**src/rtl/issue_scheduler_pkg.sv**
```systemverilog
// Shared definitions for the issue scheduler and instruction decoder:
// function/operator codes, operand-select bits and the issue-queue entry layout.
package issue_scheduler_pkg;

    localparam int ISSUE_Q_WIDTH = 123;
    localparam int NUM_FU        = 4;
    localparam int NUM_WB        = 2;
    localparam int RD_WIDTH      = 5;
    localparam int CNT_WIDTH     = 32;
    localparam int NUM_REGS      = 1 << RD_WIDTH;

    typedef enum logic [1:0] {
        FU_ALU = 2'd0,
        FU_LSU = 2'd1,
        FU_BPU = 2'd2,
        FU_CSR = 2'd3
    } fu_e;

    typedef enum logic [3:0] {
        OP_ADD   = 4'd0,
        OP_SUB   = 4'd1,
        OP_AND   = 4'd2,
        OP_OR    = 4'd3,
        OP_XOR   = 4'd4,
        OP_SLL   = 4'd5,
        OP_SRL   = 4'd6,
        OP_SRA   = 4'd7,
        OP_SLT   = 4'd8,
        OP_SLTU  = 4'd9,
        OP_LOAD  = 4'd10,
        OP_STORE = 4'd11,
        OP_BEQ   = 4'd12,
        OP_CSRRW = 4'd13,
        OP_CSRRS = 4'd14,
        OP_CSRRC = 4'd15
    } op_e;

    localparam int OPR_RS1 = 3;
    localparam int OPR_RS2 = 2;
    localparam int OPR_IMM = 1;
    localparam int OPR_PC  = 0;

    // Field LSB offsets inside a flat entry, for users that slice the raw vector.
    localparam int FUNC_LSB   = 0;
    localparam int OP_LSB     = 2;
    localparam int OPRAND_LSB = 6;
    localparam int IMM_LSB    = 10;
    localparam int RS1_LSB    = 42;
    localparam int RS2_LSB    = 47;
    localparam int RD_LSB     = 52;
    localparam int RD_WEN_BIT = 57;
    localparam int TAKEN_BIT  = 58;
    localparam int NXT_PC_LSB = 59;
    localparam int CUR_PC_LSB = 91;

    typedef struct packed {
        logic [31:0]         cur_pc;
        logic [31:0]         nxt_pc;
        logic                taken;
        logic                rd_wen;
        logic [RD_WIDTH-1:0] rd;
        logic [RD_WIDTH-1:0] rs2;
        logic [RD_WIDTH-1:0] rs1;
        logic [31:0]         imm;
        logic [3:0]          oprand;
        logic [3:0]          operator;
        logic [1:0]          func;
    } entry_t;

    typedef enum logic [1:0] {
        ST_EMPTY = 2'd0,
        ST_HOLD  = 2'd1,
        ST_DRAIN = 2'd2
    } state_e;

endpackage

```
**src/rtl/issue_scheduler_if.sv**
```systemverilog
// Issue-queue, dispatch, writeback and status signals of the issue scheduler.
interface issue_scheduler_if;
    import issue_scheduler_pkg::*;

    logic                         flush;
    logic                         issue_q_rok;
    logic                         issue_q_ren;
    logic [ISSUE_Q_WIDTH-1:0]     issue_q_rdata;
    logic [NUM_FU-1:0]            disp_valid;
    logic [NUM_FU-1:0]            disp_ready;
    logic [ISSUE_Q_WIDTH-1:0]     disp_data;
    logic [NUM_WB-1:0]            wb_valid;
    logic [NUM_WB*RD_WIDTH-1:0]   wb_rd;
    logic [NUM_REGS-1:0]          sb_busy;
    logic [CNT_WIDTH-1:0]         stall_cnt;

    modport master (
        input  flush, issue_q_rok, issue_q_rdata, disp_ready, wb_valid, wb_rd,
        output issue_q_ren, disp_valid, disp_data, sb_busy, stall_cnt
    );

    modport slave (
        output flush, issue_q_rok, issue_q_rdata, disp_ready, wb_valid, wb_rd,
        input  issue_q_ren, disp_valid, disp_data, sb_busy, stall_cnt
    );

endinterface

```
**src/rtl/issue_scoreboard.sv**
```systemverilog
// Register busy-bit scoreboard: writeback clears, one dispatch set, and
// effective (post-clear) lookups so a same-cycle writeback unblocks a hazard.
module issue_scoreboard
    import issue_scheduler_pkg::*;
(
    input  logic                       clk,
    input  logic                       rst,
    input  logic [NUM_WB-1:0]          wb_valid,
    input  logic [NUM_WB*RD_WIDTH-1:0] wb_rd,
    input  logic                       set_en,
    input  logic [RD_WIDTH-1:0]        set_rd,
    input  logic [RD_WIDTH-1:0]        rs1,
    input  logic [RD_WIDTH-1:0]        rs2,
    input  logic [RD_WIDTH-1:0]        rd,
    output logic                       busy_rs1,
    output logic                       busy_rs2,
    output logic                       busy_rd,
    output logic [NUM_REGS-1:0]        busy_eff,
    output logic [NUM_REGS-1:0]        busy
);

    logic [NUM_REGS-1:0] clr_mask;
    logic [NUM_REGS-1:0] set_mask;

    always_comb begin
        // NOTE: every always_comb output gets a default first so no path leaves it unassigned (no latch).
        clr_mask = '0;
        for (int i = 0; i < NUM_WB; i++) begin
            if (wb_valid[i]) clr_mask[wb_rd[i*RD_WIDTH +: RD_WIDTH]] = 1'b1;
        end
    end

    always_comb begin
        set_mask = '0;
        if (set_en && set_rd != '0) set_mask[set_rd] = 1'b1;
    end

    assign busy_eff = busy & ~clr_mask;
    assign busy_rs1 = busy_eff[rs1];
    assign busy_rs2 = busy_eff[rs2];
    assign busy_rd  = busy_eff[rd];

    // NOTE: sequential state uses non-blocking assignment so all flops update from pre-edge values.
    always_ff @(posedge clk) begin
        // NOTE: busy bits are flops, not RAM, and must be reset so nothing stalls on stale hazards.
        if (rst) busy <= '0;
        else     busy <= busy_eff | set_mask;
    end

endmodule

```
**src/rtl/issue_scheduler.sv**
```systemverilog
// In-order single-issue dispatch: one held entry, hazard check against the
// scoreboard, CSR serialization, and one-hot valid/ready hand-off to the units.
module issue_scheduler
    import issue_scheduler_pkg::*;
(
    input  logic               clk,
    input  logic               rst,
    issue_scheduler_if.master  bus
);

    state_e            state;
    entry_t            slot;
    entry_t            head;
    logic              held;
    logic              hazard;
    logic              csr_ok;
    logic              fire;
    logic              pop;
    logic              busy_rs1;
    logic              busy_rs2;
    logic              busy_rd;
    logic [NUM_REGS-1:0] busy_eff;
    logic [NUM_FU-1:0] valid_vec;

    assign head   = entry_t'(bus.issue_q_rdata);
    assign held   = (state != ST_EMPTY);
    assign hazard = (slot.oprand[OPR_RS1] & busy_rs1)
                  | (slot.oprand[OPR_RS2] & busy_rs2)
                  | (slot.rd_wen & busy_rd);
    // CSR ops wait until every older result has written back.
    assign csr_ok = (slot.func != FU_CSR) || (busy_eff == '0);

    always_comb begin
        valid_vec = '0;
        if (held && !hazard && !bus.flush && csr_ok) valid_vec[slot.func] = 1'b1;
    end

    assign fire = |(valid_vec & bus.disp_ready);
    assign pop  = ~rst & bus.issue_q_rok & ~bus.flush & (~held | fire);

    assign bus.issue_q_ren = pop;
    assign bus.disp_valid  = valid_vec;
    assign bus.disp_data   = slot;

    issue_scoreboard u_scoreboard (
        .clk      (clk),
        .rst      (rst),
        .wb_valid (bus.wb_valid),
        .wb_rd    (bus.wb_rd),
        .set_en   (fire & slot.rd_wen),
        .set_rd   (slot.rd),
        .rs1      (slot.rs1),
        .rs2      (slot.rs2),
        .rd       (slot.rd),
        .busy_rs1 (busy_rs1),
        .busy_rs2 (busy_rs2),
        .busy_rd  (busy_rd),
        .busy_eff (busy_eff),
        .busy     (bus.sb_busy)
    );

    always_ff @(posedge clk) begin
        if (rst) begin
            state         <= ST_EMPTY;
            slot          <= '0;
            bus.stall_cnt <= '0;
        end else if (bus.flush) begin
            state <= ST_EMPTY;
            slot  <= '0;
        end else begin
            if (pop) begin
                slot  <= head;
                state <= (head.func == FU_CSR) ? ST_DRAIN : ST_HOLD;
            end else if (fire) begin
                state <= ST_EMPTY;
            end
            if (held && !fire && bus.stall_cnt != {CNT_WIDTH{1'b1}})
                bus.stall_cnt <= bus.stall_cnt + 1'b1;
        end
    end

endmodule

```
**src/flat_wrapper.sv**
```systemverilog
// flat-port wrapper written by rule: the top's interface ports become plain ports
module issue_scheduler_flat import issue_scheduler_pkg::*;
  (clk, rst, bus_flush, bus_issue_q_rok, bus_issue_q_rdata, bus_disp_ready, bus_wb_valid, bus_wb_rd, bus_issue_q_ren, bus_disp_valid, bus_disp_data, bus_sb_busy, bus_stall_cnt);
  issue_scheduler_if bus_i ();
  input  logic clk;
  input  logic rst;
  input wire logic [$bits(bus_i.flush)-1:0] bus_flush;
  input wire logic [$bits(bus_i.issue_q_rok)-1:0] bus_issue_q_rok;
  input wire logic [$bits(bus_i.issue_q_rdata)-1:0] bus_issue_q_rdata;
  input wire logic [$bits(bus_i.disp_ready)-1:0] bus_disp_ready;
  input wire logic [$bits(bus_i.wb_valid)-1:0] bus_wb_valid;
  input wire logic [$bits(bus_i.wb_rd)-1:0] bus_wb_rd;
  output wire logic [$bits(bus_i.issue_q_ren)-1:0] bus_issue_q_ren;
  output wire logic [$bits(bus_i.disp_valid)-1:0] bus_disp_valid;
  output wire logic [$bits(bus_i.disp_data)-1:0] bus_disp_data;
  output wire logic [$bits(bus_i.sb_busy)-1:0] bus_sb_busy;
  output wire logic [$bits(bus_i.stall_cnt)-1:0] bus_stall_cnt;
  assign bus_i.flush = bus_flush;
  assign bus_i.issue_q_rok = bus_issue_q_rok;
  assign bus_i.issue_q_rdata = bus_issue_q_rdata;
  assign bus_i.disp_ready = bus_disp_ready;
  assign bus_i.wb_valid = bus_wb_valid;
  assign bus_i.wb_rd = bus_wb_rd;
  assign bus_issue_q_ren = bus_i.issue_q_ren;
  assign bus_disp_valid = bus_i.disp_valid;
  assign bus_disp_data = bus_i.disp_data;
  assign bus_sb_busy = bus_i.sb_busy;
  assign bus_stall_cnt = bus_i.stall_cnt;
  issue_scheduler u_core (.clk(clk), .rst(rst), .bus(bus_i));
endmodule
```
**config.mk**
```make
export PLATFORM = sky130hd
export DESIGN_NAME = issue_scheduler_flat
export DESIGN_NICKNAME = d
export VERILOG_FILES = /design/src/rtl/issue_scheduler_pkg.sv /design/src/rtl/issue_scheduler_if.sv /design/src/rtl/issue_scoreboard.sv /design/src/rtl/issue_scheduler.sv /design/src/flat_wrapper.sv
export SDC_FILE = /design/constraint.sdc
export NUM_CORES = 1
export LEC_CHECK = 0
export CAP_MARGIN = 30
export CORE_MARGIN = 8
export CORE_UTILIZATION = 64
export DETAILED_ROUTE_END_ITERATION = 7
export DONT_BUFFER_PORTS = 1
export PLACE_DENSITY = 0.8
export SLEW_MARGIN = 5
export SYNTH_ARGS = -nofsm -noshare
export SYNTH_HDL_FRONTEND = slang
export SYNTH_SLANG_ARGS = --single-unit
```
**constraint.sdc**
```tcl
create_clock -name clk -period 4.25 [get_ports clk]
set_clock_uncertainty 0.05 [all_clocks]
set_input_delay 0.6375 -clock clk [delete_from_list [all_inputs] [get_ports clk]]
set_output_delay 0.6375 -clock clk [all_outputs]
set_load 0.05 [all_outputs]
```
==> results.cfg, run 1 <==
[drt]
postRouteAntennaNets = 0
wl_met3_um = 3840
top_layer = met4
drt-total-wl_um = 30300
routed-wl-met2_um = 14600
drc = 0
wl_met1_um = 10900
wl_per_cell_um = 23.6
vias = 8694
drtIter0Drc = 962
firstDrtPassIters = 5
viasPerCell = 6.76

[clock_network]
cts_inserted_buffers = 17
cts_hold_buf = 0
clk_pin_slew_ps = 70
clock_path_buffers = 2
htree_levels = 4
cts_tree = yes
root_buffer = clkbuf_16
clk_latency_ps = 450
cts.sink_count = 189

[global_route]
antenna_found_initial = 0
track_usage = 0.325
grt_pass1_wl_um = 45900
grt_max_degree = 249
grt_pass1_vias = 7875
gr-total-overflow = 0

[logic_synthesis]
synth_top_family_by_area = simple AND/OR/NAND/NOR gates
synth-simple-area-share = 0.271
async_flop_share = 0
synthXorXnorAreaFrac = 0.00700
synth_edf_count = 0
synthAdderAreaFrac = 0.00143
synth-compound-area-share = 0.205
synthFlopType = dfxtp_1
synth.distinct_cells = 69
synth_warnings = 0
synth_seq_area_share = 0.432
syn_inst = 1073
muxShareOfSynthArea = 0.0340
synth_area_um2 = 8760
syn_avg_cell_area_um2 = 8.16
ys_ff_latch = 189
synth.net_count = 1217

[run]
drv_cap = 0

[timing]
worst_slew_pin_slew_ps = 879
setup-violations-final = 0
fmax_ghz = 0.243
finalHoldViolations = 0
layout_min_cycle_time_ps = 4120
slew_violations = 0
min_period_over_period = 0.969
tns_ps = 0
rsz0062_at_grt = no
relSlewSlack = 0.414

[min_path]
worstHoldPathType = in2reg

[critical_path]
crit_fanout = 8
arrival_ps = 3430
cp.required_ps = 3560
start_kind = primary input
worst-setup-path-type = in2out
worstSetupEndpointType = output pin

[floorplanning]
die-area_um2 = 17700
start_util = 0.659
rows = 42
core_um2 = 13300
num_io_pins = 335
fp.dieW_um = 133
die_y_um = 133

[final_layout]
syn_to_final_growth_pct = 14.4
fill_cells = 1010
final_cell_area_um2 = 10000
fin_util = 0.753
drive_gt1_frac = 0.154
num_antenna_cells = 0
fin_nets = 1241
register_area_um2 = 3780
multiInputGateArea_um2 = 4620

[pwr]
powerDensity_nw_per_um2 = 376
ir_worst_vdd_mv = 0.282
p_leak_nw = 3.44

[placement]
gp_congestion = 0.995
hpwl_um = 22200
portBuffers = 0
placed_area_um2 = 9420

[outcome]
status = completed
==> synthesized netlist by cell type, types with 13 or more instances <==
cell type | count | area, um2
a21oi_1 | 22 | 110
inv_1 | 13 | 48.8
nand4_1 | 18 | 113
nor2_1 | 46 | 173
buf_2 | 17 | 85.1
o21ai_0 | 127 | 636
nor2b_1 | 13 | 81.3
nand2_1 | 148 | 556
nand3_1 | 143 | 716
dfxtp_1 | 189 | 3780
clkbuf_1 | 66 | 248
o221ai_1 | 35 | 307
o22ai_1 | 39 | 244
==> report_power, final <==
group          switching, mW  leakage, nW  internal (mW)  total, mW
clock                  0.738        0.267          0.781       1.52
combinational          0.180         1.64         0.0728      0.253
sequential             0.185         1.53           1.81       2.00
total                   1.10         3.44           2.67       3.77
==> final timing paths <==
check	from	endpoint	slack (ps)	cells past startpoint
worst max-delay path	bus_wb_rd[2]	bus_disp_valid[0]	130	10
worst min-delay path	rst	u_core.bus.stall_cnt[10]	220	1
worst max register to register	u_core.bus.disp_data[55]	u_core.bus.stall_cnt[20]	480	12
worst min register to register	u_core.state[1]	u_core.state[1]	420	2
==> flip-flops by register name, summed over array words and instances (netlist names) <==
register and cells:
u_core.bus.disp_data 123, u_core.bus.stall_cnt 32, u_core.state 2, u_core.u_scoreboard.busy 32
==> kinds of logic (layout without fill, tap and decap cells) <==
family / Yosys count / in the layout
simple gates: 465 / 465
compound gates: 284 / 284
flops: 189 / 189
buf+inv: 103 / 140
mux: 24 / 24
xor+xnor: 7 / 7
fa+ha+maj: 1 / 1
==> layout by cell type (no fill, tap or decap), types with 13 or more instances in the layout <==
| master | count |
|---|---|
| dfxtp_1 | 189 |
| nand2_1 | 148 |
| nand3_1 | 143 |
| o21ai_0 | 127 |
| buf_4 | 87 |
| nor2_1 | 44 |
| o22ai_1 | 39 |
| o221ai_1 | 27 |
| a21oi_1 | 22 |
| nand4_1 | 18 |
| clkbuf_16 | 17 |
| inv_1 | 13 |
==> what timing repair did <==
action,in CTS,in global routing
endpoints found under the setup margin,0,4
buffers inserted,0,0
resized for setup,0,8
==> metal layers <==
layer,GRT usage,vias up
met5,0,-
met2,0.529,577
met3,0.122,93
met4,0.143,0
li1,-,4011
met1,0.374,4013
==> area by class of cell <==
| cell class | instances | area share |
|---|---|---|
| tap | 176 | 0.0220 |
| inverter | 14 | 0.00525 |
| clock buffer | 20 | 0.0446 |
| sequential | 189 | 0.378 |
| multi-input combinational | 781 | 0.461 |
| timing repair buffer | 94 | 0.0792 |
| clock inverter | 12 | 0.0102 |
==> worst max-delay path, stage by stage <==
cell      delay (ps)
or4b_4           560
o221ai_1         330
nand4_1          170
or4_1            540
nor2_1           180
o21ai_1          140
nor4_4           280
buf_4            200
nor3b_2          170
buf_4            220
==> through the flow <==
stage / cells / setup slack [ps] / hold slack, ps / power [mW]
3_3_place_gp: 1254 / 80.0 / 409 / 2.28
5_1_grt: 1286 / 3.35 / 201 / 3.88
6_report: 1286 / 133 / 217 / 3.77
3_5_place_dp: 1254 / 86.9 / 413 / 2.29
2_1_floorplan: 1073 / 27.1 / 396 / 2.24
4_1_cts: 1286 / 83.8 / 205 / 3.77
Note: power is estimated with default switching activity, not from simulation.
==> run 2, diff against run 1 <==
CORE_UTILIZATION = 57   (was 64)
PLACE_DENSITY = 0.75   (was 0.8)
clock period = 3.4 ns   (was 4.25 ns; I/O delays follow)
==> results.cfg, run 2 (same netlist as run 1, synthesis figures left out) <==
[timing]
worst_slew_pin_slew_ps = 848
rsz0062_at_grt = yes
fmax_ghz = 0.270
setup-violations-final = 5
layout_min_cycle_time_ps = 3710
min_period_over_period = 1.09
relSlewSlack = 0.434
timing.hold.ws_ps = 98.6
tns_ps = -1300
timing.final.ws_setup_ps = -310
finalHoldViolations = 0
slew_violations = 0

[global_route]
antenna_found_initial = 0
grt_pass1_wl_um = 47900
grt_pass1_vias = 8475
grt_max_degree = 158
track_usage = 0.306
gr-total-overflow = 0

[critical_path]
start_kind = primary input
arrival_ps = 3150
worstSetupEndpointType = output pin
worst-setup-path-type = in2out
crit_fanout = 8
cp.required_ps = 2840
reg2reg_depth = 12

[placement]
placed_area_um2 = 10400
portBuffers = 0
dp_cells = 1366
hpwl_um = 23900
dp_slack_ps = -446
gp_congestion = 0.966

[drt]
wl_per_cell_um = 23.0
vias = 9039
drtIter0Drc = 846
postRouteAntennaNets = 0
drc = 0
drt-total-wl_um = 32400
viasPerCell = 6.41
firstDrtPassIters = 5

[pwr]
p_total_mw = 4.89
ir_worst_vdd_mv = 0.380
p_leak_nw = 4.10
powerDensity_nw_per_um2 = 428

[min_path]
whs_path_depth = 1
worstHoldPathType = in2reg

[final_layout]
fill_cells = 1132
syn_to_final_growth_pct = 30.3
num_antenna_cells = 0
largest_reg_flops = 123
drive_gt1_frac = 0.267
finalNonFillerCells = 1411
fin_nets = 1355
final_cell_area_um2 = 11400
final_common_cell = buf_4
final_cell_mix = buf_4, dfxtp_1, nand2_1, nand3_1, o21ai_0
fin_util = 0.756

[clock_network]
clock_path_buffers = 2
clk_latency_ps = 430
htree_levels = 4
cts_hold_buf = 0
cts_tree = yes
cts_inserted_buffers = 17
cts.sink_count = 189
clk_pin_slew_ps = 70
root_buffer = clkbuf_16

[floorplanning]
fp.dieW_um = 140
die_y_um = 140
core_um2 = 15100
die-area_um2 = 19600
rows = 45
start_util = 0.580
num_io_pins = 335

[outcome]
violations = negative setup slack
status = finished with violations

[run]
drv_cap = 0
-- run 2: what timing repair did --
action / in CTS / in global routing
buffers inserted: 4 / 7
resized for setup: 14 / 37
pin swaps: 9 / 9
endpoints found under the setup margin: 5 / 85
gates cloned: 0 / 3
-- run 2: report_power, final --
part / internal (mW) / total [mW] / switching [mW]
Combinational: 0.165 / 0.453 / 0.288
Clock: 1.03 / 1.95 / 0.925
Sequential: 2.27 / 2.48 / 0.212
-- run 2: per-layer routing --
layer | track usage | wire [um] | vias up
li1 | - | - | 4251
met1 | 0.348 | 12000 | 4207
met2 | 0.509 | 15900 | 492
met3 | 0.118 | 3570 | 89
met4 | 0.121 | 980 | 0
met5 | 0 | 0 | -
-- run 2: area by class of cell --
type	count	area, um2	share of cell area
flip-flops and latches	189	3800	0.333
clock inverters	13	129	0.0113
multi-input cells	781	4990	0.438
well taps	188	235	0.0206
clock buffers	18	429	0.0376
repair buffers	208	1770	0.155
inverters	14	52.6	0.00460
-- run 2: worst max-delay path, cell delays in order --
cell and delay [ps]:
or4b_4 610, o221ai_4 360, mux2i_1 130, a311oi_1 310, o211ai_1 160, o2bb2ai_2 170
nor4_4 320, buf_4 180, nor3b_4 220, buf_12 160
-- run 2: worst paths after layout --
check	from	end	slack, ps
max reg2reg	u_core.u_scoreboard.busy[0]	u_core.bus.stall_cnt[22]	40
min	rst	u_core.bus.stall_cnt[18]	100
max	bus_wb_rd[5]	bus_disp_valid[0]	-310
min reg2reg	u_core.state[0]	u_core.state[0]	420
==> RTL edit 1, RTL diff (settings of run 1) <==
The package constant `CNT_WIDTH` goes from 32 to 64.
--- a/src/rtl/issue_scheduler_pkg.sv
+++ b/src/rtl/issue_scheduler_pkg.sv
@@ -6,7 +6,7 @@
     localparam int NUM_FU        = 4;
     localparam int NUM_WB        = 2;
     localparam int RD_WIDTH      = 5;
-    localparam int CNT_WIDTH     = 32;
+    localparam int CNT_WIDTH     = 64;
     localparam int NUM_REGS      = 1 << RD_WIDTH;
 
     typedef enum logic [1:0] {
Interface: changed (resized bus_stall_cnt); port bits go from 335 to 367. No check against the original RTL was run, so the function may have changed too.
==> RTL edit 1 against run 1 <==
Maximum frequency increased by 2.8%; sequential cell count is 32 higher; cell area grew 22%; worst setup slack improved by 110 ps; routed wire length up 28%; power up 29%; register-to-register slack got worse by 20 ps; area after synthesis is 22% higher.
==> RTL edit 1: results (changes against run 1) <==
metric,value,unit,change
antenna_found_initial,3,,+3
grt_util_met3,12.3,%,+0.064 points
pre_cts_ws,128,ps,+41.6 ps
seq_power_share,46.9,%,-6.1 points
crit_path_top_delay_cell,sky130_fd_sc_hd__dfxtp_1,,
use_met2,54.6,%,+1.7 points
result_of_the_run,completed,,
grt_pass1_wl,59100,um,+29%
drt_first_iter_violations,1153,,+20%
fmax,0.250,GHz,+2.8%
tritoncts_num_sinks,221,,+17%
cts-buffers-inserted,23,,+6
finish.utilization,73.9,%,-1.4 points
cts_max_path_buffers,3,,+1
cpPeakStageDelay,620,ps,+60 ps
ir_drop,0.345,mV,+22%
cp_max_fo,9,,+1
cp-endpoint,bus_issue_q_ren,,
worst_slew_margin_relative_to_its_limit,43.0,%,+1.6 points
synthCells,1325,,+23%
grt.total_usage,33.7,%,+1.2 points
first_global_vias,10383,,+32%
hold_ws,144,ps,-73.5 ps
leakagePower,4.04,nW,+18%
reported_net_switching_power,0.00125,W,+14%
sequential_cell_area,4420,um^2,+17%
drt-total-wl,38800,um,+28%
power.combinational.total,0.000316,W,+25%
ys_top_cells_by_count,"sky130_fd_sc_hd__dfxtp_1, sky130_fd_sc_hd__a21oi_1, sky130_fd_sc_hd__nand3_1, sky130_fd_sc_hd__o21ai_1, sky130_fd_sc_hd__clkbuf_1",,
worstRegToRegCells,14,,+2
timing.critical_path.from,u_core.bus.disp_data[52],,
post_route_cells_drive_above_1_share,12.5,%,-2.9 points
ys_seq_area_share,41.4,%,-1.8 points
filler_cell_count,1289,,+28%
r2r_end,u_core.bus.stall_cnt[18],,
pwr-share-clk,46.6,%,+6.3 points
cp_data_arrival_time,3320,ps,-110 ps
==> RTL edit 1: metal layers <==
layer,up-vias,part of all wire [%],routed length (um)
li1,5035,-,-
met1,5308,36,13900
met2,728,47,18100
met3,135,13,5140
met4,0,4.2,1630
met5,-,0,0
==> RTL edit 1: final cells by class <==
cell class / instances / share of cell area (%)
Clock buffer: 30 / 5.44
Antenna cell: 3 / 0.0617
Inverter: 13 / 0.411
Multi-Input combinational cell: 965 / 46.9
Sequential cell: 221 / 36.3
Clock inverter: 11 / 1.61
Tap cell: 220 / 2.26
Timing Repair Buffer: 105 / 6.99
==> RTL edit 1: logic make-up (layout without fill, tap and decap cells) <==
logic type	count (synthesis)	count (layout)	share of synthesized area [%]
buffers and inverters	139	159	5.58
AOI/OAI and AO/OA	473	473	26.2
other	0	3	0
muxes	27	27	2.66
and+or+nand+nor	455	455	23.3
adders and majority gates	1	1	0.117
xor gates and xnor gates	9	9	0.738
DFF	221	221	41.4
==> RTL edit 2, RTL diff (config.mk and constraints of run 1) <==
Made on the original files. The 3 states of `state_e` get a one-hot encoding in 3 bits.
--- a/src/rtl/issue_scheduler_pkg.sv
+++ b/src/rtl/issue_scheduler_pkg.sv
@@ -67,10 +67,10 @@
         logic [1:0]          func;
     } entry_t;
 
-    typedef enum logic [1:0] {
-        ST_EMPTY = 2'd0,
-        ST_HOLD  = 2'd1,
-        ST_DRAIN = 2'd2
+    typedef enum logic [2:0] {
+        ST_EMPTY = 3'b001,
+        ST_HOLD  = 3'b010,
+        ST_DRAIN = 3'b100
     } state_e;
 
 endpackage
Check against the original RTL: same outputs for any inputs over 4 cycles, from zero or initial values and one cycle with rst high; so few cycles prove little.
==> RTL edit 2 against run 1 <==
Sequential share of layout area is 1.5 points lower; final cell count is 4.5% higher; routed wire length is 5.7% higher; count of clock-buffer cells in the layout fell by 1; via count grew 4.9%; worst setup slack better by 8.6 ps; highest routed layer unchanged; sequential cell count up 1; cell area increased by 4.6%; area after synthesis rose by 4.0%; critical path depth increased by 1; largest power group unchanged; power rose by 5.4%.
==> RTL edit 2: results (changes against run 1) <==
metric,value,unit,change
worst_slew_margin_relative_to_its_limit,44.0,%,+2.7 points
grt.total_usage,33.3,%,+0.78 points
postSynthAreaPerCell,8.14,um^2,-0.32%
post_synth_xor_area_fraction,0,%,-0.70 points
crit_path_top_delay_cell,sky130_fd_sc_hd__or4b_1,,
min-delay-start,rst,,
synthAdderAreaFrac,0.137,%,-0.0054 points
grt_pass1_wl,48000,um,+4.6%
cpPeakStageDelay,600,ps,+40 ps
finalWorstSetupSlack,141,ps,+8.60 ps
clk_latency_worst_skew_pair,430,ps,-20 ps
largest_reg_flops,123,,unchanged
hold_end,u_core.bus.stall_cnt[13],,
use_met2,52.7,%,-0.22 points
drt_first_iter_violations,963,,+0.10%
met3RoutedLength,4140,um,+7.7%
worstRegToRegCells,11,,-1
leakagePower,4.32,nW,+26%
cp_max_fo,9,,+1
filler_cell_count,1042,,+3.2%
met1_wire_length,11400,um,+4.2%
result_of_the_run,completed,,
nNetsFinal,1294,,+4.3%
ys_seq_area_share,41.8,%,-1.4 points
dominantRegCellSynth,sky130_fd_sc_hd__dfxtp_1,,
grt_util_met3,11.7,%,-0.47 points
power.combinational.total,0.000342,W,+35%
hold_ws,227,ps,+9.85 ps
area_of_placed_instances,9840,um^2,+4.5%
post_synth_mux_area_share,3.89,%,+0.49 points
ys_types,72,,+4.3%
r2r_start,u_core.bus.stall_cnt[9],,
cp-endpoint,bus_issue_q_ren,,
power.internal,0.00278,W,+4.3%
r2r_end,u_core.bus.stall_cnt[29],,
post-dp-hpwl,23800,um,+6.8%
synth-compound-area-share,12.8,%,-7.7 points
grt_util_met1,39.0,%,+1.7 points
drt-vias-per-instance,6.78,,+0.35%
regToRegSetupSlack,700,ps,+220 ps
timing.critical_path.from,bus_wb_rd[5],,
ir_drop,0.317,mV,+13%
pre_cts_ws,-2.24,ps,-89.1 ps
cp_data_arrival_time,3420,ps,about the same
cts_root_buffer,sky130_fd_sc_hd__clkbuf_16,,
wl_met2,15100,um,+4.0%
power_frac_comb,8.6,%,+1.9 points
post_route_cells_drive_above_1_share,16.0,%,+0.59 points
grt_start_max_net_pins,126,,-49%
antenna_found_initial,1,,+1
first_global_vias,8378,,+6.4%
place_congestion,1.01,,+1.6%
drt-total-wl,32100,um,+5.7%
drtPass1Iterations,5,,unchanged
ys_top_cells_by_count,"sky130_fd_sc_hd__nand3_1, sky130_fd_sc_hd__dfxtp_1, sky130_fd_sc_hd__nand2_1, sky130_fd_sc_hd__clkbuf_1, sky130_fd_sc_hd__nor2_1",,
final_area,10500,um^2,+4.6%
ys_top_cells_by_area,"sky130_fd_sc_hd__dfxtp_1, sky130_fd_sc_hd__nand3_1, sky130_fd_sc_hd__nand2_1",,
detail_route.wl_per_cell,23.8,um,+1.1%
## RTL edit 2: changes by cell type in the layout (fill, tap and decap cells not counted), sizes merged, moves of 6 or more
| cell | before | now |
|---|---|---|
| xnor2 | 7 | 0 |
| mux2 | 13 | 21 |
| o31ai | 6 | 14 |
| nand4b | 6 | 12 |
| nor4 | 4 | 14 |
| o21ai | 131 | 21 |
| nand2 | 148 | 160 |
| nand3 | 147 | 263 |
| buf | 94 | 103 |
## RTL edit 2: cell type report
| type | instances | share of cell area [%] |
|---|---|---|
| well taps | 180 | 2.15 |
| multi-input cells | 827 | 47.3 |
| clock buffers | 19 | 4.23 |
| clock inverters | 13 | 1.42 |
| repair buffers | 103 | 8.21 |
| inverters | 11 | 0.394 |
| flip-flops and latches | 190 | 36.3 |
| diodes | 1 | 0.0239 |
## RTL edit 2: timing repair
item | 4_1_cts | 5_1_grt
setup buffers | 0 | 0
cloned | 0 | 0
endpoints found under the setup margin | 1 | 3
gates resized for setup | 1 | 8
